===== config.mk =====
export PLATFORM = sky130hd
export DESIGN_NAME = keypad_scan_encoder_flat
export DESIGN_NICKNAME = d
export VERILOG_FILES = /design/src/rtl/keypad_scan_encoder_if.sv /design/src/rtl/keypad_scan_encoder.sv /design/src/flat_wrapper.sv
export SDC_FILE = /design/constraint.sdc
export NUM_CORES = 1
export LEC_CHECK = 0
export CAP_MARGIN = 20
export CORE_MARGIN = 1
export CORE_UTILIZATION = 60
export DETAILED_ROUTE_END_ITERATION = 6
export PLACE_DENSITY = 0.87
export SLEW_MARGIN = 20
export SYNTH_ARGS = -nofsm -noshare
export SYNTH_HDL_FRONTEND = slang
export SYNTH_SLANG_ARGS = --single-unit

===== constraint.sdc =====
create_clock -name clk -period 2.71 [get_ports clk]
set_input_delay 0.6775 -clock clk [delete_from_list [all_inputs] [get_ports clk]]
set_output_delay 0.6775 -clock clk [all_outputs]
set_load 0.05 [all_outputs]

===== src/rtl/keypad_scan_encoder_if.sv =====
// Digit-entry interface between the keypad encoder (producer) and the
// number-assembly block (consumer). num is valid whenever load_num pulses.
interface keypad_scan_encoder_if;
  logic [3:0] num;
  logic       load_num;
  logic       key_held;

  modport master (output num, output load_num, output key_held);
  modport slave  (input  num, input  load_num, input  key_held);
endinterface


===== src/rtl/keypad_scan_encoder.sv =====
// 4x4 matrix keypad scanner: rotates a one-cold column drive, debounces a
// detected press on its latched row, emits one key code per press and
// then waits for a debounced release before scanning again.
module keypad_scan_encoder #(
  parameter int SCAN_DIV        = 50000,
  parameter int DEBOUNCE_CYCLES = 500000
) (
  input  logic                          clk,
  input  logic                          rst,
  input  logic [3:0]                    row_i,
  output logic [3:0]                    col_o,
  keypad_scan_encoder_if.master         key_if
);

  localparam int SW = (SCAN_DIV > 1) ? $clog2(SCAN_DIV) : 1;
  localparam int DW = $clog2(DEBOUNCE_CYCLES + 1);
  localparam logic [SW-1:0] SCAN_LAST = SW'(SCAN_DIV - 1);
  localparam logic [DW-1:0] DEB_LAST  = DW'(DEBOUNCE_CYCLES - 1);
  localparam logic [DW-1:0] DEB_MAX   = DW'(DEBOUNCE_CYCLES);

  typedef enum logic [1:0] {SCAN, DEBOUNCE, EMIT, HOLD} state_t;

  state_t        state, state_n;
  logic [1:0]    col, col_n;
  logic [1:0]    row_lat, row_n;
  logic [SW-1:0] div_cnt, div_n;
  logic [DW-1:0] deb_cnt, deb_n;
  logic [3:0]    num_r, num_n;
  logic [3:0]    row_m, row_s;
  logic [1:0]    low_row;

  // Key legend by row/column; letter keys and */# get their control codes.
  function automatic logic [3:0] key_code(input logic [1:0] r, input logic [1:0] c);
    logic [3:0] code;
    case ({r, c})
      4'b00_00: code = 4'h1;
      4'b00_01: code = 4'h2;
      4'b00_10: code = 4'h3;
      4'b00_11: code = 4'hA;
      4'b01_00: code = 4'h4;
      4'b01_01: code = 4'h5;
      4'b01_10: code = 4'h6;
      4'b01_11: code = 4'hD;
      4'b10_00: code = 4'h7;
      4'b10_01: code = 4'h8;
      4'b10_10: code = 4'h9;
      4'b10_11: code = 4'hE;
      4'b11_00: code = 4'hC;
      4'b11_01: code = 4'h0;
      4'b11_10: code = 4'hB;
      default:  code = 4'hF;
    endcase
    return code;
  endfunction

  // Two-flop synchronizer for the asynchronous, active-low row lines.
  always_ff @(posedge clk or posedge rst) begin
    if (rst) begin
      row_m <= 4'hF;
      row_s <= 4'hF;
    end else begin
      row_m <= row_i;
      row_s <= row_m;
    end
  end

  // Lowest-index active row wins when several keys share the scanned column.
  always_comb begin
    low_row = 2'd3;
    if (!row_s[0])      low_row = 2'd0;
    else if (!row_s[1]) low_row = 2'd1;
    else if (!row_s[2]) low_row = 2'd2;
  end

  // State register and scan/debounce datapath.
  always_ff @(posedge clk or posedge rst) begin
    if (rst) begin
      state   <= SCAN;
      col     <= 2'd0;
      row_lat <= 2'd0;
      div_cnt <= '0;
      deb_cnt <= '0;
      num_r   <= 4'h0;
    end else begin
      state   <= state_n;
      col     <= col_n;
      row_lat <= row_n;
      div_cnt <= div_n;
      deb_cnt <= deb_n;
      num_r   <= num_n;
    end
  end

  // Next-state logic; num is loaded on the way into EMIT so it is already valid during the strobe.
  always_comb begin
    state_n = state;
    col_n   = col;
    row_n   = row_lat;
    div_n   = div_cnt;
    deb_n   = deb_cnt;
    num_n   = num_r;
    case (state)
      SCAN: begin
        if (div_cnt == SCAN_LAST) begin
          div_n = '0;
          if (row_s != 4'hF) begin
            row_n   = low_row;
            deb_n   = '0;
            state_n = DEBOUNCE;
          end else begin
            col_n = col + 2'd1;
          end
        end else begin
          div_n = div_cnt + 1'b1;
        end
      end
      DEBOUNCE: begin
        if (!row_s[row_lat]) begin
          if (deb_cnt == DEB_LAST) begin
            num_n   = key_code(row_lat, col);
            deb_n   = '0;
            state_n = EMIT;
          end else if (deb_cnt != DEB_MAX) begin
            deb_n = deb_cnt + 1'b1;
          end
        end else begin
          deb_n   = '0;
          div_n   = '0;
          col_n   = col + 2'd1;
          state_n = SCAN;
        end
      end
      EMIT: begin
        deb_n   = '0;
        state_n = HOLD;
      end
      HOLD: begin
        if (row_s[row_lat]) begin
          if (deb_cnt == DEB_LAST) begin
            deb_n   = '0;
            div_n   = '0;
            col_n   = 2'd0;
            state_n = SCAN;
          end else if (deb_cnt != DEB_MAX) begin
            deb_n = deb_cnt + 1'b1;
          end
        end else begin
          deb_n = '0;
        end
      end
      default: begin
        state_n = SCAN;
      end
    endcase
  end

  assign col_o           = ~(4'b0001 << col);
  assign key_if.num      = num_r;
  assign key_if.load_num = (state == EMIT);
  assign key_if.key_held = (state == EMIT) || (state == HOLD);

endmodule


===== src/flat_wrapper.sv =====
// flat-port wrapper written by rule: the top's interface ports become plain ports
module keypad_scan_encoder_flat 
#(
  parameter int SCAN_DIV        = 50000,
  parameter int DEBOUNCE_CYCLES = 500000
)
  (clk, rst, row_i, col_o, key_if_num, key_if_load_num, key_if_key_held);
  keypad_scan_encoder_if key_if_i ();
  input  logic clk;
  input  logic rst;
  input  logic [3:0] row_i;
  output logic [3:0] col_o;
  output wire logic [$bits(key_if_i.num)-1:0] key_if_num;
  output wire logic [$bits(key_if_i.load_num)-1:0] key_if_load_num;
  output wire logic [$bits(key_if_i.key_held)-1:0] key_if_key_held;
  assign key_if_num = key_if_i.num;
  assign key_if_load_num = key_if_i.load_num;
  assign key_if_key_held = key_if_i.key_held;
  keypad_scan_encoder #(.SCAN_DIV(SCAN_DIV), .DEBOUNCE_CYCLES(DEBOUNCE_CYCLES)) u_core (.clk(clk), .rst(rst), .row_i(row_i), .col_o(col_o), .key_if(key_if_i));
endmodule

# Word-level counts from Yosys, hierarchy flattened
# Memory sizes are Yosys's and may differ from the RTL's. A register that Yosys moved wholly into a read port is not among the register bits.
# Index checks and enable logic that the tools add are counted.
[totals]
wordCells = 66
output_inout_bits = 10
input_bits = 6
n_memories = 1
register_bits = 49
rom_bits = 64
[op_classes]
n_reduce_logical = 9
n_mux = 28
bitwise = 2
n_shift = 1
n_eq_ne = 14
n_lt_le_gt_ge = 1
addsub = 3
[memory_table]
columns = ["memory", "words", "word_bits", "read_ports", "rd_clocked_by_memory_dff", "wr", "line_no", "text"]
rows = [
  ["(no name shown)", 16, 4, 1, 1, 0, "keypad_scan_encoder.sv:35", "case ({r, c})"],
]
[ops]
columns = ["operator", "n"]
rows = [
  ["$mux W19", 6],
  ["$pmux W19 S4", 1],
  ["$mux W16", 4],
  ["$pmux W16 S3", 1],
  ["$mux W2", 11],
  ["$add A19 B1 Y19 const B", 1],
  ["$eq A19 B19 Y1 const B", 1],
  ["$ne A19 B19 Y1 const B", 1],
  ["$add A16 B1 Y16 const B", 1],
  ["$eq A16 B16 Y1 const B", 1],
  ["$ne A2 B1 Y1 const B", 5],
  ["$pmux W2 S4", 1],
  ["$pmux W2 S3", 1],
  ["$reduce_and A3 Y1", 2],
  ["$reduce_and A6 Y1", 1],
  ["$reduce_and A5 Y1", 1],
  ["$eq A2 B2 Y1 const B", 2],
  ["$ne A4 B4 Y1 const B", 1],
  ["$not A4 Y4", 1],
  ["$reduce_and A4 Y1", 1],
  ["$shl A1 B2 Y4 const A", 1],
  ["$lt A2 B3 Y1 const B", 1],
  ["$ne A3 B1 Y1 const B", 1],
  ["$reduce_bool A3 Y1", 1],
  ["9 further kinds", 10],
]

# Logic depth before layout (Yosys ltp)
# Gate-level depths: netlist of run 1.
[depth]
depth_word = 5
ltp_mapped = 8

# Worst setup path after synthesis of run 1
# No wires, ideal clock.
[synth_timing]
path_kind = "register -> register"
startpoint = "reg u_core.div_cnt[4]"
endpoint = "reg u_core.deb_cnt[11]"
synth_period_minus_slack_ns = 2.121
path_slack_ns = 0.589
stages_incl_launch_ff = 8
arrival_time_ns = 1.992
setup_ns = 0.130
path_cell_list = "dfrtp_1 -> or4_1 -> nor4_4 -> a21boi_2 -> buf_2 -> nor2_1 -> buf_2 -> a21oi_1"
[synth_via]
elab_chain_len = 3
[synth_rtl]
columns = ["item", "line_no", "text"]
rows = [
  ["from (decl)", "keypad_scan_encoder.sv:26", "logic [SW-1:0] div_cnt, div_n;"],
  ["from (signal assigned)", "keypad_scan_encoder.sv:88", "div_cnt <= div_n;"],
  ["$eq A16 B16 Y1", "keypad_scan_encoder.sv:104", "if (div_cnt == SCAN_LAST) begin"],
  ["$ne A2 B1 Y1 (no source line)", "--", ""],
  ["$reduce_and A2 Y1 (no source line)", "--", ""],
  ["to (signal assigned)", "keypad_scan_encoder.sv:89", "deb_cnt <= deb_n;"],
  ["to (decl)", "keypad_scan_encoder.sv:27", "logic [DW-1:0] deb_cnt, deb_n;"],
]
# No other way between the ends.
# A chain may end at the register's enable or synchronous reset.

# Worst setup path after layout of run 1
[layout_timing]
startpoint = "reg u_core.col[0]"
endpoint = "out col_o[2]"
[layout_via]
elab_chain_len = 2
[layout_rtl]
columns = ["item", "line_no", "text"]
rows = [
  ["from (decl)", "keypad_scan_encoder.sv:24", "logic [1:0] col, col_n;"],
  ["from (signal assigned)", "keypad_scan_encoder.sv:86", "col <= col_n;"],
  ["$shl A1 B2 Y4", "keypad_scan_encoder.sv:157", "assign col_o = ~(4'b0001 << col);"],
  ["$not A4 Y4", "keypad_scan_encoder.sv:157", ""],
  ["to (decl)", "flat_wrapper.sv:12", "output logic [3:0] col_o;"],
]
# No other way between the ends.

==> results_dict.tcl, run 1 <==
set metrics [dict create \
    post_cts_hold_buffer_count 0 \
    placement_rows 25 \
    num_io_pins 16 \
    layout_worst_path_cycle_share_pct 95.3 \
    netlist.area_leader.share_pct 37.8 \
    nets 340 \
    place.port_buffers 15 \
    layout_min_cycle_time_ns 2.58 \
    yosys_warnings 0 \
    finalClockSkew_ns 0.0126 \
    postPlaceCellArea_mm2 0.00321 \
    numClockSinks 53 \
    floorplan.die_area_mm2 0.00525 \
    layout_setup_ws_ns 0.128 \
    syn_inst 315 \
    place.detailed.hpwl_mm 4.56 \
    grt_pass1_vias 2407 \
    tritoncts "built" \
    seq_area_frac_synth_pct 44.9 \
    grt_antenna_before_repair 0 \
    die_w_um 72.5 \
    crit_arrival_ns 1.90 \
    finalSetupViolCount 0 \
    design_power_total_w 0.00127 \
    cellPowerDensity_mw_per_mm2 384 \
    max-cap-violations 0 \
    wl_mm 6.43 \
    yosys-top-cells-area "sky130_fd_sc_hd__dfrtp_1 38%, sky130_fd_sc_hd__dfstp_2 7.1%, sky130_fd_sc_hd__a21oi_1 5.5%" \
    vdd_ir_drop_max_mv 0.263 \
    synth_seq_cells 53 \
    p_leak_nw 1.32 \
    core_area_mm2 0.00475 \
    vias 2606 \
    drt-pass1-iter-count 5 \
    crit_type "flip-flop to output pin" \
    synth_cell_type_count 57 \
    detailed_router_s_first_iteration_violation_count 212 \
    power.share.combinational_pct 2.5 \
    syn-num-nets 328 \
    finalWeightedCongestion 0.931 \
    power.clock.fraction_pct 33.9 \
    synth.avg_cell_area_um2 9.45 \
    cellInternalPower_w 0.000997 \
    die_height_um 72.5 \
    synth_most_common_cell "sky130_fd_sc_hd__dfrtp_1" \
    number_of_enable_flip_flop_cells_after_synthesis 0 \
    asyncSetResetFlopFracSynth_pct 100 \
    remaining_drc_errors 0 \
    rsz_0062_raised_after_global_routing "no" \
    fmax_mhz 387 \
    max-slew-margin-rel_pct 42.3 \
    r2r-end "u_core.deb_cnt[18]" \
    globalRoute.totalOverflow 0 \
    clock_transition_at_path_regs_ns 0.09 \
    cts_made_buffers 5 \
    post_cts_buffers 0 \
    drive_above_1_share_pct 9.76 \
    reg2reg_from "u_core.div_cnt[0]" \
    final-hold-violation-count 0 \
    syn-cell-area_mm2 0.00298 \
    synth_largest_area_cell "sky130_fd_sc_hd__dfrtp_1" \
    holdCritStartpoint "u_core.row_m[1]" \
    cts_repair_resize_count 0 \
    status "finished clean" \
    pre_cts_ws_ns 0.291 \
    floorplan.initialDensity_pct 62.6 \
    timing.critical_path.to_type "output pin" \
    htree_levels 2 \
    maximum_number_of_pins_on_one_net_before_global_route_repair 35 \
    min_path_type "flip-flop to flip-flop" \
    seq_power_share_pct 63.6 \
    regToRegSetupSlack_ns 0.28 \
    measured_slew_at_the_worst_slew_check_pin_ns 0.861 \
    area_delta_synth_final_pct 10.6 \
    hold_path_depth 0 \
    worst_skew_pair.late_latency_ns 0.30 \
    finalMaxSlewViolations 0 \
    crit_path_max_fanout 7 \
    route.antenna.remaining_nets 0 \
    reg2regPathDepth 7 \
    routed_via_density 6.60 \
    final_area_mm2 0.00329 \
    cts_max_path_buffers 2 \
    total_switching_power_w 0.000268 \
    clk_root_buffer_cell "sky130_fd_sc_hd__clkbuf_8" \
    synth_top_flop_cell "sky130_fd_sc_hd__dfrtp_1" \
    whs_endpoint "u_core.row_s[1]" \
    first_pass_grt_wire_length_mm 10.9 \
    timing.critical_path.from_type "flip-flop" \
    grt_use_total_pct 26.6 \
    final_sum_of_negative_setup_slack_ns 0 \
    routedWlPerCell_um 16.3 \
    required_ns 2.03 \
    netSwitchingFraction_pct 21.2 \
    diodes 0 \
    synth_top_cells_by_count "45 x sky130_fd_sc_hd__dfrtp_1, 33 x sky130_fd_sc_hd__a21oi_1, 17 x sky130_fd_sc_hd__inv_1, 17 x sky130_fd_sc_hd__nand2_1" \
]
[routing by layer]
metal | up-vias | GRT usage [%] | part of all wire, %
met2 | 101 | 42.2 | 49
met5 | - | 0 | 0
met1 | 1270 | 35.5 | 44
li1 | 1225 | - | -
met3 | 10 | 6.25 | 6.0
met4 | 0 | 10.2 | 1.2
[logic make-up (layout without fill, tap and decap cells)]
kind of cell	after synthesis	count (layout)	synth area share, %
AND/OR/NAND/NOR	110	110	22.5
AO/OA/AOI/OAI	97	97	20.5
flip-flops	53	53	44.9
buffers and inverters	38	51	5.34
adder cells (fa/ha/maj)	8	8	3.28
multiplexers	7	7	2.98
XOR/XNOR	2	2	0.588
[stage by stage]
stage	utilization [%]	std cells	hold slack, ns
floorplan	-	315	0.345
detailed placement	67.6	387	0.347
global route	69.3	395	0.362
CTS	69.2	395	0.359
global placement	67.6	387	0.346
finish	69.3	395	0.357
[critical path, cell delays in order (launching register included)]
cell and delay (ns):
sky130_fd_sc_hd__dfrtp_1 0.46, sky130_fd_sc_hd__inv_1 0.11, sky130_fd_sc_hd__ha_1 0.21, sky130_fd_sc_hd__inv_1 0.05
sky130_fd_sc_hd__clkdlybuf4s50_1 0.78
[layout make-up]
cell class,count,area [um2]
inverter,17,63.8
clock buffer,8,80.1
timing repair buffer,26,248
tap,67,83.8
fill,367,1460
multi-input combinational,224,1480
sequential,53,1340
[flip-flops by register name, indices dropped and copies added, names as in the netlist, named ones only]
signal	flops
u_core.col	2
u_core.deb_cnt	19
u_core.div_cnt	16
u_core.key_if.num	4
u_core.row_lat	2
u_core.row_m	4
u_core.row_s	4
u_core.state	1
[power by group through the flow]
stage	sequential, W	combinational [W]	clock [W]
5_1_grt	0.000806	0.0000361	0.000473
2_1_floorplan	0.000819	0.0000162	0
6_report	0.000805	0.0000311	0.000429
4_1_cts	0.000805	0.0000324	0.000442
3_3_place_gp	0.000819	0.0000319	0
3_5_place_dp	0.000820	0.0000323	0
[worst max path at each step]
stage / from / endpoint / slack (ns) / cells after the start
final: u_core.col[0] / col_o[2] / 0.13 / 4
after global routing: u_core.col[0] / col_o[2] / 0.04 / 4
after CTS: u_core.col[0] / col_o[0] / 0.08 / 4
after detailed placement: u_core.div_cnt[0] / u_core.deb_cnt[18] / 0.29 / 7
after global placement: u_core.div_cnt[0] / u_core.deb_cnt[18] / 0.40 / 7
after floorplan: u_core.div_cnt[4] / u_core.deb_cnt[11] / 0.59 / 7
[placed cells by master, fill, tap and decap left out, types with 3 or more instances in the layout]
| master | instances |
|---|---|
| sky130_fd_sc_hd__a31oi_1 | 8 |
| sky130_fd_sc_hd__o21ai_0 | 8 |
| sky130_fd_sc_hd__ha_1 | 7 |
| sky130_fd_sc_hd__nand4_1 | 13 |
| sky130_fd_sc_hd__o21ai_1 | 12 |
| sky130_fd_sc_hd__or3_1 | 7 |
| sky130_fd_sc_hd__a211oi_1 | 3 |
| sky130_fd_sc_hd__buf_4 | 10 |
| sky130_fd_sc_hd__nand2_1 | 17 |
| sky130_fd_sc_hd__or4_1 | 15 |
| sky130_fd_sc_hd__and3_1 | 4 |
| sky130_fd_sc_hd__inv_1 | 16 |
| sky130_fd_sc_hd__nand3_1 | 15 |
| sky130_fd_sc_hd__nor2_1 | 13 |
| sky130_fd_sc_hd__clkbuf_8 | 5 |
| sky130_fd_sc_hd__o31ai_1 | 13 |
| sky130_fd_sc_hd__nor3_1 | 4 |
| sky130_fd_sc_hd__dfstp_2 | 8 |
| sky130_fd_sc_hd__and4_1 | 8 |
| sky130_fd_sc_hd__mux2_1 | 4 |
| sky130_fd_sc_hd__dfrtp_1 | 45 |
| sky130_fd_sc_hd__a21oi_1 | 33 |
| sky130_fd_sc_hd__clkdlybuf4s50_1 | 14 |
| sky130_fd_sc_hd__clkbuf_1 | 3 |
Power figures use the tool's default switching activity.
==> inputs of run 2 (changes only) <==
Settings changed: CELL_PAD_IN_SITES_DETAIL_PLACEMENT set to 0, CELL_PAD_IN_SITES_GLOBAL_PLACEMENT set to 1, CORE_UTILIZATION 60 to 47, PLACE_DENSITY 0.87 to 0.84.
==> results_dict.tcl, run 2 (synthesis gave the netlist of run 1 again) <==
set metrics [dict create \
    stdcell_count 405 \
    vias 2474 \
    seq_power_share_pct 58.5 \
    remaining_drc_errors 0 \
    regMostFlops "u_core.deb_cnt" \
    netSwitchingFraction_pct 20.8 \
    place.port_buffers 15 \
    route.antenna.remaining_nets 0 \
    grt_use_total_pct 20.8 \
    layout.cells.most_common "sky130_fd_sc_hd__dfrtp_1" \
    crit_slowest_cell "sky130_fd_sc_hd__clkdlybuf4s50_1" \
    cellInternalPower_w 0.00109 \
    die_height_um 81.6 \
    layout_min_cycle_time_ns 2.62 \
    detailed_router_s_first_iteration_violation_count 131 \
    tritoncts "built" \
    fmax_mhz 382 \
    power.share.combinational_pct 2.4 \
    measured_slew_at_the_worst_slew_check_pin_ns 0.764 \
    grt.met1_usage_pct 31.3 \
    nets 342 \
    diodes 0 \
    reg.largest.list "u_core.deb_cnt (19), u_core.div_cnt (16)" \
    total_switching_power_w 0.000286 \
    p_leak_nw 1.32 \
    filler_cell_count 538 \
    timing.critical_path.from_type "flip-flop" \
    floorplan.initialDensity_pct 49.4 \
    finalWeightedCongestion 0.855 \
    grt.met3_usage_pct 3.78 \
    vdd_ir_drop_max_mv 0.192 \
    pre_cts_ws_ns 0.222 \
    placement_rows 28 \
    drt-pass1-iter-count 4 \
    core_area_mm2 0.00603 \
    htree_levels 2 \
    final-hold-violation-count 0 \
    clk_root_buffer_cell "sky130_fd_sc_hd__clkbuf_8" \
    reg2regPathDepth 5 \
    place.detailed.instances 397 \
    routed_via_density 6.11 \
    final_util_pct 55.5 \
    timing.critical_path.to_type "output pin" \
    maximum_number_of_pins_on_one_net_before_global_route_repair 29 \
    timing.critical_path.slowest_cell_delay_ns 0.79 \
    required_ns 2.03 \
    status "finished clean" \
    critical_path.cell_chain "inv_1 -> ha_1 -> inv_1 -> clkdlybuf4s50_1" \
    finalSetupViolCount 0 \
    gr-usage-met2_pct 30.0 \
    floorplan.die_area_mm2 0.00666 \
    post_cts_hold_buffer_count 0 \
    crit_top_cell "sky130_fd_sc_hd__inv_1" \
    finalClockSkew_ns 0.0149 \
    cts_made_buffers 5 \
    num_io_pins 16 \
    routedWlPerCell_um 15.6 \
    cellPowerDensity_mw_per_mm2 411 \
    cts_max_path_buffers 2 \
    post_cts_buffers 0 \
    power.clock.fraction_pct 39.1 \
    crit_path_max_fanout 7 \
    worst_skew_pair.late_latency_ns 0.31 \
    crit_type "flip-flop to output pin" \
    drive_above_1_share_pct 10.9 \
    globalRoute.totalOverflow 0 \
    layout_worst_path_cycle_share_pct 96.6 \
    max-slew-margin-rel_pct 48.8 \
    die_w_um 81.6 \
    final_sum_of_negative_setup_slack_ns 0 \
    first_pass_grt_wire_length_mm 10.7 \
    place.detailed.hpwl_mm 4.42 \
    area_delta_synth_final_pct 12.3 \
    design_power_total_w 0.00137 \
    numClockSinks 53 \
    clock_transition_at_path_regs_ns 0.09 \
    globalRoute.busiestLayer "met1" \
    rsz_0062_raised_after_global_routing "no" \
    grt_antenna_before_repair 0 \
    grt_pass1_vias 2202 \
    hold_path_depth 0 \
    layout_common_cells "45 x sky130_fd_sc_hd__dfrtp_1, 33 x sky130_fd_sc_hd__a21oi_1, 17 x sky130_fd_sc_hd__nand2_1" \
    wl_mm 6.33 \
    finalMaxSlewViolations 0 \
    min_path_type "flip-flop to flip-flop" \
    largest_register_ff_count 19 \
    cts_repair_resize_count 0 \
    layout_setup_ws_ns 0.0927 \
    max-cap-violations 0 \
    crit_arrival_ns 1.94 \
]
-- run 2: final timing paths --
check                             startpoint                 end  slack, ns
max                            u_core.col[0]            col_o[0]       0.09
max in group asynchronous                rst       u_core.col[0]       1.41
min                          u_core.row_m[3]     u_core.row_s[3]       0.36
min reg2reg                  u_core.row_m[3]     u_core.row_s[3]       0.36
max reg2reg                u_core.div_cnt[4]  u_core.deb_cnt[12]       0.23
min in group asynchronous                rst  u_core.div_cnt[12]       0.75
-- run 2: layout make-up --
cell class / count / area [um2] / share of cell area [%]
multi-input combinational: 224 / 1480 / 44.3
sequential: 53 / 1340 / 40.0
timing repair buffer: 28 / 260 / 7.78
tap: 75 / 93.8 / 2.81
clock buffer: 6 / 72.6 / 2.17
inverter: 17 / 63.8 / 1.91
clock inverter: 2 / 35.0 / 1.05
-- run 2: layer usage --
layer	part of all wire, %	routed length [um]	vias to the layer above
met3	4.3	270	6
met4	1.2	74	0
li1	-	-	1235
met2	44	2760	62
met5	0	0	-
met1	51	3230	1171
-- run 2: power by group through the flow --
stage                     clock (W)  combinational (W)  sequential [W]
after floorplan                   0          0.0000162        0.000819
after CTS                  0.000549          0.0000341        0.000805
after detailed placement          0          0.0000339        0.000820
after global routing       0.000579          0.0000373        0.000806
after global placement            0          0.0000339        0.000820
final                      0.000537          0.0000327        0.000805
-- run 2: stage by stage --
step           hold WS, ns  area [um2]
2_1_floorplan        0.345        2980
3_3_place_gp         0.345        3240
3_5_place_dp         0.347        3240
4_1_cts              0.360        3340
5_1_grt              0.364        3340
6_report             0.359        3340
-- run 2: critical path: cells and delay by family, from the launching register on --
family	cells	cell delay [ns]
flops	1	0.46
buf+inv	3	0.97
fa+ha+maj	1	0.21
==> inputs of run 3 (changes only) <==
Settings changed: CTS_CLUSTER_DIAMETER set to 30.
==> results of run 3 <==
The final DEF is identical to that of run 2; final timing and power are the same.
